`src/rtl/dbuf_pkg.sv`:
```
// Shared types and default sizing for the double-buffered register bank.
package dbuf_pkg;

  typedef enum logic {
    IDLE   = 1'b0,
    COMMIT = 1'b1
  } dbuf_state_e;

  localparam int DEF_WIDTH = 8;
  localparam int DEF_CH    = 4;

endpackage

```
`src/rtl/dbuf_cell.sv`:
```
// One channel of the bank: shadow register, active register, dirty flag and
// complemented output.
module dbuf_cell
  import dbuf_pkg::*;
#(
  parameter int WIDTH = DEF_WIDTH
) (
  input  logic             clk,
  input  logic             rst,
  input  logic             wr_en_i,
  input  logic [WIDTH-1:0] wr_data_i,
  input  logic             copy_en_i,
  input  logic             xparent_en_i,
  output logic [WIDTH-1:0] q_o,
  output logic [WIDTH-1:0] q_n_o,
  output logic             dirty_o
);

  logic [WIDTH-1:0] shadow_q, shadow_d;
  logic [WIDTH-1:0] active_q;
  logic             dirty_q;

  assign shadow_d = wr_en_i ? wr_data_i : shadow_q;

  always_ff @(posedge clk) begin
    if (rst) begin
      shadow_q <= '0;
      active_q <= '0;
      dirty_q  <= 1'b0;
    end else begin
      shadow_q <= shadow_d;
      if (copy_en_i) begin
        // No writes are accepted during a copy, so shadow_q is already final.
        active_q <= shadow_q;
        dirty_q  <= 1'b0;
      end else if (xparent_en_i) begin
        active_q <= shadow_d;
      end else if (wr_en_i) begin
        dirty_q <= 1'b1;
      end
    end
  end

  assign q_o     = active_q;
  assign q_n_o   = ~active_q;
  assign dirty_o = dirty_q;

endmodule

```
`src/rtl/dbuf_reg_bank.sv`:
```
// Double-buffered register bank: channel writes land in shadow registers and
// a commit copies all of them to the active outputs atomically.
// Optional macro DBUF_TRANSPARENT_EN adds the xparent input (shadow-to-active
// pass-through while idle).
module dbuf_reg_bank
  import dbuf_pkg::*;
#(
  parameter int WIDTH = DEF_WIDTH,
  parameter int CH    = DEF_CH
) (
  input  logic                  clk,
  input  logic                  rst,
`ifdef DBUF_TRANSPARENT_EN
  input  logic                  xparent,
`endif
  input  logic                  wr_valid,
  output logic                  wr_ready,
  input  logic [$clog2(CH)-1:0] wr_ch,
  input  logic [WIDTH-1:0]      wr_data,
  input  logic                  commit,
  output logic                  commit_ack,
  output logic [CH*WIDTH-1:0]   q,
  output logic [CH*WIDTH-1:0]   q_n,
  output logic [CH-1:0]         dirty
);

  localparam int CHW = $clog2(CH);

  dbuf_state_e state_q;
  logic        commit_ack_q;
  logic        wr_fire;
  logic        copy_en;
  logic        xparent_en;
  logic [CH-1:0] wr_en;

  always_ff @(posedge clk) begin
    if (rst) begin
      state_q      <= IDLE;
      commit_ack_q <= 1'b0;
    end else begin
      case (state_q)
        IDLE: begin
          commit_ack_q <= 1'b0;
          if (commit) state_q <= COMMIT;
        end
        COMMIT: begin
          state_q      <= IDLE;
          commit_ack_q <= 1'b1;
        end
        default: begin
          state_q      <= IDLE;
          commit_ack_q <= 1'b0;
        end
      endcase
    end
  end

  assign wr_ready   = (state_q == IDLE) && !rst;
  assign wr_fire    = wr_valid && wr_ready;
  assign copy_en    = (state_q == COMMIT);
  assign commit_ack = commit_ack_q;

`ifdef DBUF_TRANSPARENT_EN
  assign xparent_en = (state_q == IDLE) && xparent;
`else
  assign xparent_en = 1'b0;
`endif

  // Out-of-range channel indices match no cell, so such writes vanish.
  genvar gi;
  generate
    for (gi = 0; gi < CH; gi++) begin : g_cell
      assign wr_en[gi] = wr_fire && (wr_ch == CHW'(gi));

      dbuf_cell #(
        .WIDTH(WIDTH)
      ) u_cell (
        .clk         (clk),
        .rst         (rst),
        .wr_en_i     (wr_en[gi]),
        .wr_data_i   (wr_data),
        .copy_en_i   (copy_en),
        .xparent_en_i(xparent_en),
        .q_o         (q[gi*WIDTH +: WIDTH]),
        .q_n_o       (q_n[gi*WIDTH +: WIDTH]),
        .dirty_o     (dirty[gi])
      );
    end
  endgenerate

endmodule

```
`config.mk`:
```
export PLATFORM = sky130hd
export DESIGN_NAME = dbuf_reg_bank
export DESIGN_NICKNAME = d
export VERILOG_FILES = /design/src/rtl/dbuf_pkg.sv /design/src/rtl/dbuf_cell.sv /design/src/rtl/dbuf_reg_bank.sv
export SDC_FILE = /design/constraint.sdc
export NUM_CORES = 1
export LEC_CHECK = 0
export ABC_AREA = 1
export BUFFER_PORTS_ARGS = -buffer_cell sky130_fd_sc_hd__buf_4
export CORE_MARGIN = 2
export CORE_UTILIZATION = 57
export DETAILED_ROUTE_END_ITERATION = 16
export PLACE_DENSITY_LB_ADDON = 0.25
export SLEW_MARGIN = 20
export SYNTH_ARGS = -nofsm -noshare
export SYNTH_HDL_FRONTEND = slang
export SYNTH_HIERARCHICAL = 1
export SYNTH_SLANG_ARGS = --single-unit
```
`constraint.sdc`:
```
create_clock -name clk -period 2.9 [get_ports clk]
set_input_delay 0.29 -clock clk [delete_from_list [all_inputs] [get_ports clk]]
set_output_delay 0.29 -clock clk [all_outputs]
set_load 0.01 [all_outputs]
```
* Word-level counts from Yosys, hierarchy flattened
Cells that the tools add are included.
Word-level totals: flip-flop bits (word level) 70, bits of input ports 14, output and inout bits 70, word-level logic and storage cells 34
Cells by class: equality and inequality tests 3, muxes and demuxes 3, bitwise logic cells 5, reduce and logical (&&, ||, !) cells 9
Operators with widths (count):
- $not 8->8 | 4
- $logic_and 1x1->1 | 6
- $eq 2x2->1 const B | 2
- $pmux 1 s2 | 2
- $eq 2x1->1 const B | 1
- $logic_not 2->1 | 1
- $reduce_or 2->1 | 1
- $logic_not 1->1 | 1
- $mux 1 | 1
- $not 1->1 | 1

* Logic depth before layout (Yosys ltp)
Gate-level depths: netlist of run 1.
depth in word-level cells 4, depth in mapped cells 9, gate-level depth less buffers 8

* By module
The synthesis of run 1 kept the hierarchy.
By module, submodules not included:
- dbuf_cell | times used 4, cells an instance 117, area an instance 829.5 µm², seq. area each 340.3 µm²
- dbuf_reg_bank | times used 1, cells an instance 18, area an instance 108.9 µm², seq. area each 40.0 µm²

* Least setup slack after synthesis of run 1
No wires, ideal clock.
kind reg2reg, start reg state_q (netlist: copy_en), end reg g_cell[0].u_cell.shadow_q[0], library setup time 0.070 ns, data arrival time 1.226 ns, required time 2.830 ns, setup slack 1.604 ns, stages on the path, launching flop included 8, path buffers 1, period minus slack after synthesis 1.296 ns, cell sequence dfxtp_1 > nor2_2 > nand2_2 > nor2_1 > buf_4 > inv_4 > nand2_1 > a21oi_1
Between the ends: longest elaborated chain between the ends 4
RTL lines:
- from (decl) | line dbuf_reg_bank.sv:29 | dbuf_state_e state_q;
- from (signal assigned) | line dbuf_reg_bank.sv:38 | state_q <= IDLE;
- from (signal assigned) | line dbuf_reg_bank.sv:44 | if (commit) state_q <= COMMIT;
- from (signal assigned) | line dbuf_reg_bank.sv:47 | state_q <= IDLE;
- $not 1->1
- $logic_and 1x1->1 | line dbuf_reg_bank.sv:58 | assign wr_ready = (state_q == IDLE) && !rst;
- via wr_ready | line dbuf_reg_bank.sv:17 | output logic wr_ready,
- $logic_and 1x1->1 | line dbuf_reg_bank.sv:59 | assign wr_fire = wr_valid && wr_ready;
- $logic_and 1x1->1 | line dbuf_reg_bank.sv:73 | assign wr_en[gi] = wr_fire && (wr_ch == CHW'(gi));
- via wr_en[0] | line dbuf_reg_bank.sv:34 | logic [CH-1:0] wr_en;
- to (signal assigned) | line dbuf_cell.sv:31 | shadow_q <= shadow_d;
- to (decl) | line dbuf_cell.sv:19 | logic [WIDTH-1:0] shadow_q, shadow_d;
The timed path passes the listed nets, and every way through them passes these cells. A chain may end at the register's enable or synchronous reset.

* Final worst setup path of run 1
start reg state_q (netlist: copy_en), end reg g_cell[0].u_cell.shadow_q[0]
Between the ends: longest elaborated chain between the ends 4
RTL lines (line):
- $not 1->1
- $logic_and 1x1->1 | dbuf_reg_bank.sv:58
- $logic_and 1x1->1 | dbuf_reg_bank.sv:59
- $logic_and 1x1->1 | dbuf_reg_bank.sv:73
- via wr_en[0] | dbuf_reg_bank.sv:34
The timed path passes the listed nets, and every way through them passes these cells.

==> run_results.csv, run 1 <==
group,metric,value,unit
setup_path,path_max_fanout,10,
final_layout,nets,586,
timing,finClkSkew,0.004817,ns
timing,report.final.slew_viol_count,0,
floorplan,core,0.005851,sq mm
cts,cts_tree,"yes",
detailed_routing,via_per_inst,4.914,
setup_path,path_cells,"nor2_2 > nand2_2 > nor2_1 > nand2_1 > a21oi_1",
cts,cts_root_buf,"clkbuf_8",
floorplan,io-pin-count,84,
final_layout,layout_commonest_cell,"nand2_1",
timing,hold_slack,0.2327,ns
placement,io_buffer_count,83,
cts,ctsHtreeMaxLevel,3,
timing,relSlewSlack,45.62,%
floorplan,die_h,81.54,microns
synth,synth_seq_area_share,40.89,%
synth,synth.area.mux_share,0,%
synth,yosysTopAreaCell,"dfxtp_1",
synth,yosys_warnings,6,
power_and_ir_drop,power_frac_clock,43.4,%
floorplan,die_x,81.54,microns
global_routing,grt_pass1_wl,12.78,mm
final_layout,most-common-layout-cells,"nand2_1, buf_4, dfxtp_1",
power_and_ir_drop,p_switching,502.6,uW
global_routing,grt_overflow,0,
placement,gp_congestion,0.8067,
cts,insertion_delay,0.34,ns
global_routing,grt_start_max_net_pins,47,
setup_path,crit_required,3.17,ns
placement,post-place-cells,636,
final_layout,area_delta_synth_final,23.95,%
detailed_routing,drt_wl_total,7.822,mm
synth,synth_top_family_by_area,"simple AND/OR/NAND/NOR gates",
power_and_ir_drop,p_seq_share,47.1,%
power_and_ir_drop,ir_worst_vdd,346.4,uV
final_layout,final_cells,652,
setup_path,startpoint_type,"flip-flop",
setup_path,cp_slowest_cell,"nor2_1",
timing,rsz0062_at_grt,"no",
cts,clk_pin_slew,0.07,ns
timing,hold_viol_final,0,
synth,ys_types,16,
power_and_ir_drop,combPwrFrac,9.5,%
timing,min_period,1.692,ns
timing,tightest_slew,0.8127,ns
timing,setup_total_negative_slack,0,ns
setup_path,crit_arrival,1.96,ns
floorplan,dieArea,0.006649,sq mm
placement,dp_hpwl,5.408,mm
synth,syn_area,0.003427,sq mm
global_routing,first_global_vias,2786,
detailed_routing,post_drt_wl_per_cell,12.00,microns
floorplan,start_util,58.58,%
timing,fmax,591.2,MHz
power_and_ir_drop,p_int,1596,uW
synth,synth-simple-area-share,43.19,%
power_and_ir_drop,swShare,23.95,%
synth,ys_ff_latch,70,
cts,post-cts-setup-buffers,0,
floorplan,fp-row-count,28,
setup_path,cpPeakStageDelay,0.63,ns
synth,synth_compound_area_share,5.257,%
final_layout,register_area,0.001403,sq mm
timing,setup_viol,0,
timing,min_period_over_period,58.33,%
setup_path,endpoint_kind,"flip-flop",
detailed_routing,drt_first_iter_violations,213,
synth,synth_area_leaders,"dfxtp_1, nand2_1, nand3_2, a21oi_1, buf_6",
detailed_routing,postRouteAntennaNets,0,
detailed_routing,drt_pre_antenna_iters,5,
cts,clock_path_buffers,2,
worst_hold_path,hold_path.class,"in2reg",
setup_path,path_class,"reg2reg",
global_routing,antenna_found_initial,0,
final_layout,fillers,481,
final_layout,multi_input_area,0.001690,sq mm
power_and_ir_drop,p_leak,0.002100,uW
cts,cts.sinks,70,
cts,numCtsBuffers,9,
run_status,outcome,"finished clean",
synth,postSynthAreaPerCell,7.052,sq um
global_routing,gr-usage-all-layers,25.29,%
cts,cts-resized-gates,0,
cts,holdBufCountCts,0,
power_and_ir_drop,power_density,494.0,mW/mm^2
final_layout,drive_above_1_share,26.69,%
synth,synthXorXnorAreaFrac,0,%
synth,synth_top_area_share,40.89,%
power_and_ir_drop,fin_total_pwr,2099,uW
final_layout,utilization,72.60,%
job,maxCapViolCount,0,
synth,synth_fa_ha_area_share,0,%
detailed_routing,vias,3204,
final_layout,n_antenna_cell,0,
detailed_routing,drc,0,
synth,postSynthCellCount,486,
metal layers:
metal | track usage (%) | up-vias | share of wire [%] | wire, microns
li1 | - | 1652 | - | -
met1 | 31.79 | 1416 | 41 | 3226
met2 | 42.54 | 120 | 49 | 3833
met3 | 4.615 | 16 | 8.0 | 629
met4 | 10.68 | 0 | 1.7 | 133
met5 | 0 | - | 0 | 0
state kept, by name (all words and copies together) (netlist names):
name                    count
commit_ack                  1
g_cell.u_cell/q_o          32
g_cell.u_cell/shadow_q     32
g_cell.u_cell/dirty_o       4
copy_en                     1
logic make-up after synthesis:
kind of cell	count (synthesis)
AO/OA/AOI/OAI	36
buffers and inverters	63
AND/OR/NAND/NOR	316
flip-flops	70
other	1
cell type report:
type	count	area share (%)
Clock buffer	13	3.976
Tap cell	75	2.209
Clock inverter	3	1.532
Timing Repair Buffer	84	14.85
Inverter	47	4.624
Sequential cell	70	33.02
Multi-Input combinational cell	360	39.79
power groups by stage:
| stage | combinational [uW] | clock [uW] | sequential (uW) |
|---|---|---|---|
| finish | 199 | 910 | 989 |
| global route | 218 | 961 | 991 |
| CTS | 194 | 914 | 989 |
| detailed placement | 193 | 0 | 1010 |
| global placement | 188 | 0 | 1010 |
| floorplan | 134 | 0 | 1020 |
worst max-delay path: cells and delay by family, from the launching register on:
| family | cells | cell delay (ns) |
|---|---|---|
| flip-flops | 1 | 0.33 |
| AO/OA/AOI/OAI | 1 | 0.20 |
| AND/OR/NAND/NOR | 4 | 1.09 |
Yosys cell counts, drive strengths merged:
library cell,n
dfxtp,70
buf,16
conb,1
inv,47
nand3,32
or2,4
nor2,18
nor3b,1
a21oi,36
nand2,261
final timing paths:
| check | from | to | slack (ns) | depth (start not counted) |
|---|---|---|---|---|
| setup / recovery | copy_en$_SDFF_PP0_ | g_cell[0].u_cell/shadow_q[0]$_SDFF_PP0_ | 1.21 | 5 |
| setup reg to reg | copy_en$_SDFF_PP0_ | g_cell[0].u_cell/shadow_q[0]$_SDFF_PP0_ | 1.21 | 5 |
| hold reg to reg | g_cell[0].u_cell/dirty_o$_SDFFE_PP0P_ | g_cell[0].u_cell/dirty_o$_SDFFE_PP0P_ | 0.47 | 2 |
| hold / removal | commit | copy_en$_SDFF_PP0_ | 0.23 | 2 |
stage by stage:
stage                     setup slack [ns]  area [sq um]
after floorplan                      1.604          3453
after CTS                            1.230          4248
after global placement               1.044          4014
final                                1.208          4248
after detailed placement            0.9502          4014
after global routing                 1.074          4248
No activity file was read; power rests on OpenSTA's default activity.
==> run 2, diff against run 1 <==
--- a/config.mk
+++ b/config.mk
@@ -8,7 +8,7 @@
 export ABC_AREA = 1
 export BUFFER_PORTS_ARGS = -buffer_cell sky130_fd_sc_hd__buf_4
 export CORE_MARGIN = 2
-export CORE_UTILIZATION = 57
+export CORE_UTILIZATION = 53
 export DETAILED_ROUTE_END_ITERATION = 16
 export PLACE_DENSITY_LB_ADDON = 0.25
 export SLEW_MARGIN = 20
==> constraint.sdc (replaced) <==
create_clock -name clk -period 1.6 [get_ports clk]
set_input_delay 0.16 -clock clk [delete_from_list [all_inputs] [get_ports clk]]
set_output_delay 0.16 -clock clk [all_outputs]
set_load 0.01 [all_outputs]
==> run 2 against run 1 <==
First-iteration DRC count shrank 11%. Via count shrank 4.0%. Die area grew 7.2%. Highest routed layer unchanged. Fmax grew 40%. Utilization shrank 5.0 points.
==> run_results.csv, run 2 (synthesis results as in run 1) <==
group,metric,value,unit
run_status,outcome,"finished clean",
global_routing,grt_start_max_net_pins,43,
cts,cts_root_buf,"clkbuf_8",
cts,holdBufCountCts,0,
setup_path,cpPeakStageDelay,0.34,ns
setup_path,critPathTopFamily,"simple AND/OR/NAND/NOR gates",
timing,hold_viol_final,0,
setup_path,crit_arrival,1.43,ns
floorplan,io-pin-count,84,
detailed_routing,vias,3076,
cts,numCtsBuffers,9,
setup_path,rr_startpoint,"copy_en$_SDFF_PP0_",
cts,cts.sinks,70,
job,maxCapViolCount,0,
timing,fmax,827.8,MHz
global_routing,grt_pass1_wl,12.72,mm
floorplan,dieArea,0.007125,sq mm
setup_path,path_cells,"nor2_2 > nand2_2 > nor2_1 > buf_4 > inv_4 > nand2_1 > a21oi_1",
cts,insertion_delay,0.34,ns
timing,rsz0062_at_grt,"no",
floorplan,die_x,84.41,microns
timing,setup_viol,0,
cts,ctsHtreeMaxLevel,3,
setup_path,path_max_fanout,10,
cts,post-cts-setup-buffers,0,
setup_path,critPathBufInv,2,
final_layout,n_antenna_cell,0,
floorplan,start_util,54.28,%
detailed_routing,drt_pre_antenna_iters,4,
final_layout,layout_commonest_cell,"nand2_1",
power_and_ir_drop,p_leak,0.002117,uW
detailed_routing,post_drt_wl_per_cell,11.54,microns
final_layout,area_delta_synth_final,24.53,%
timing,report.final.slew_viol_count,0,
floorplan,core,0.006314,sq mm
detailed_routing,postRouteAntennaNets,0,
detailed_routing,drt_first_iter_violations,189,
final_layout,drive_above_1_share,27.32,%
cts,clk_pin_slew,0.07,ns
setup_path,crit_required,1.82,ns
detailed_routing,drc,0,
setup_path,path_class,"reg2reg",
placement,gp_congestion,0.7948,
detailed_routing,drt_wl_total,7.608,mm
global_routing,antenna_found_initial,0,
global_routing,gr-usage-all-layers,22.29,%
setup_path,startpoint_type,"flip-flop",
global_routing,first_global_vias,2789,
setup_path,crit_start,"copy_en$_SDFF_PP0_",
cts,cts_tree,"yes",
worst_hold_path,hold_start,"commit",
timing,finClkSkew,0.006140,ns
cts,cts-resized-gates,0,
placement,io_buffer_count,83,
timing,min_period_over_period,75.50,%
power_and_ir_drop,fin_total_pwr,3456,uW
final_layout,register_area,0.001403,sq mm
final_layout,nets,593,
timing,min_period,1.208,ns
final_layout,multi_input_area,0.001690,sq mm
floorplan,die_h,84.41,microns
power_and_ir_drop,power_density,809.9,mW/mm^2
detailed_routing,via_per_inst,4.668,
floorplan,fp-row-count,29,
placement,dp_hpwl,5.384,mm
worst_hold_path,hold_path.class,"in2reg",
power_and_ir_drop,ir_worst_vdd,423.6,uV
cts,clock_path_buffers,2,
final_layout,most-common-layout-cells,"nand2_1, buf_4, dfxtp_1",
final_layout,fillers,549,
setup_path,endpoint_kind,"flip-flop",
global_routing,grt_overflow,0,
setup_path,cp_slowest_cell,"dfxtp_2",
timing,setup_total_negative_slack,0,ns
run 2: changes by cell type in the layout (fill, tap and decap cells not counted):
cell	change
buf_12	+2
buf_4	+5
bufinv_16	-2
run 2: metal layers:
metal | part of all wire [%] | track usage (%) | vias to the layer above
met5 | 0 | 0 | -
met4 | 2.0 | 9.668 | 0
met3 | 5.4 | 5.015 | 15
met2 | 46 | 35.57 | 78
met1 | 47 | 29.10 | 1328
li1 | - | - | 1655
run 2: power breakdown:
| part | internal (uW) | switching (uW) | total, uW |
|---|---|---|---|
| clock | 671 | 617 | 1290 |
| sequential | 1770 | 20.4 | 1790 |
| combinational | 130 | 243 | 373 |
| total | 2580 | 881 | 3460 |
run 2: area by class of cell:
type                    count  area share, %
clock buffers              13          3.958
clock inverters             1         0.1173
inverters                  47          4.603
multi-input cells         360          39.61
flip-flops and latches     70          32.86
well taps                  77          2.257
repair buffers             91          16.59
run 2: metrics by stage:
step	utilization [%]	instances	worst slack [ns]	hold WS, ns	instance area (sq um)
finish	67.60	659	0.3920	0.1125	4268
global route	67.60	659	0.2946	0.1041	4268
CTS	67.60	659	0.3997	0.09821	4268
detailed placement	64.84	645	0.4130	0.4582	4094
global placement	64.84	645	0.4569	0.4643	4094
floorplan	-	493	0.3041	0.2324	3453
run 2: worst paths after layout:
check	end	slack, ns	cells after the start
setup / recovery	g_cell[3].u_cell/shadow_q[4]$_SDFF_PP0_	0.39	7
hold / removal	copy_en$_SDFF_PP0_	0.11	2
setup reg to reg	g_cell[3].u_cell/shadow_q[4]$_SDFF_PP0_	0.39	7
hold reg to reg	g_cell[0].u_cell/dirty_o$_SDFFE_PP0P_	0.48	2
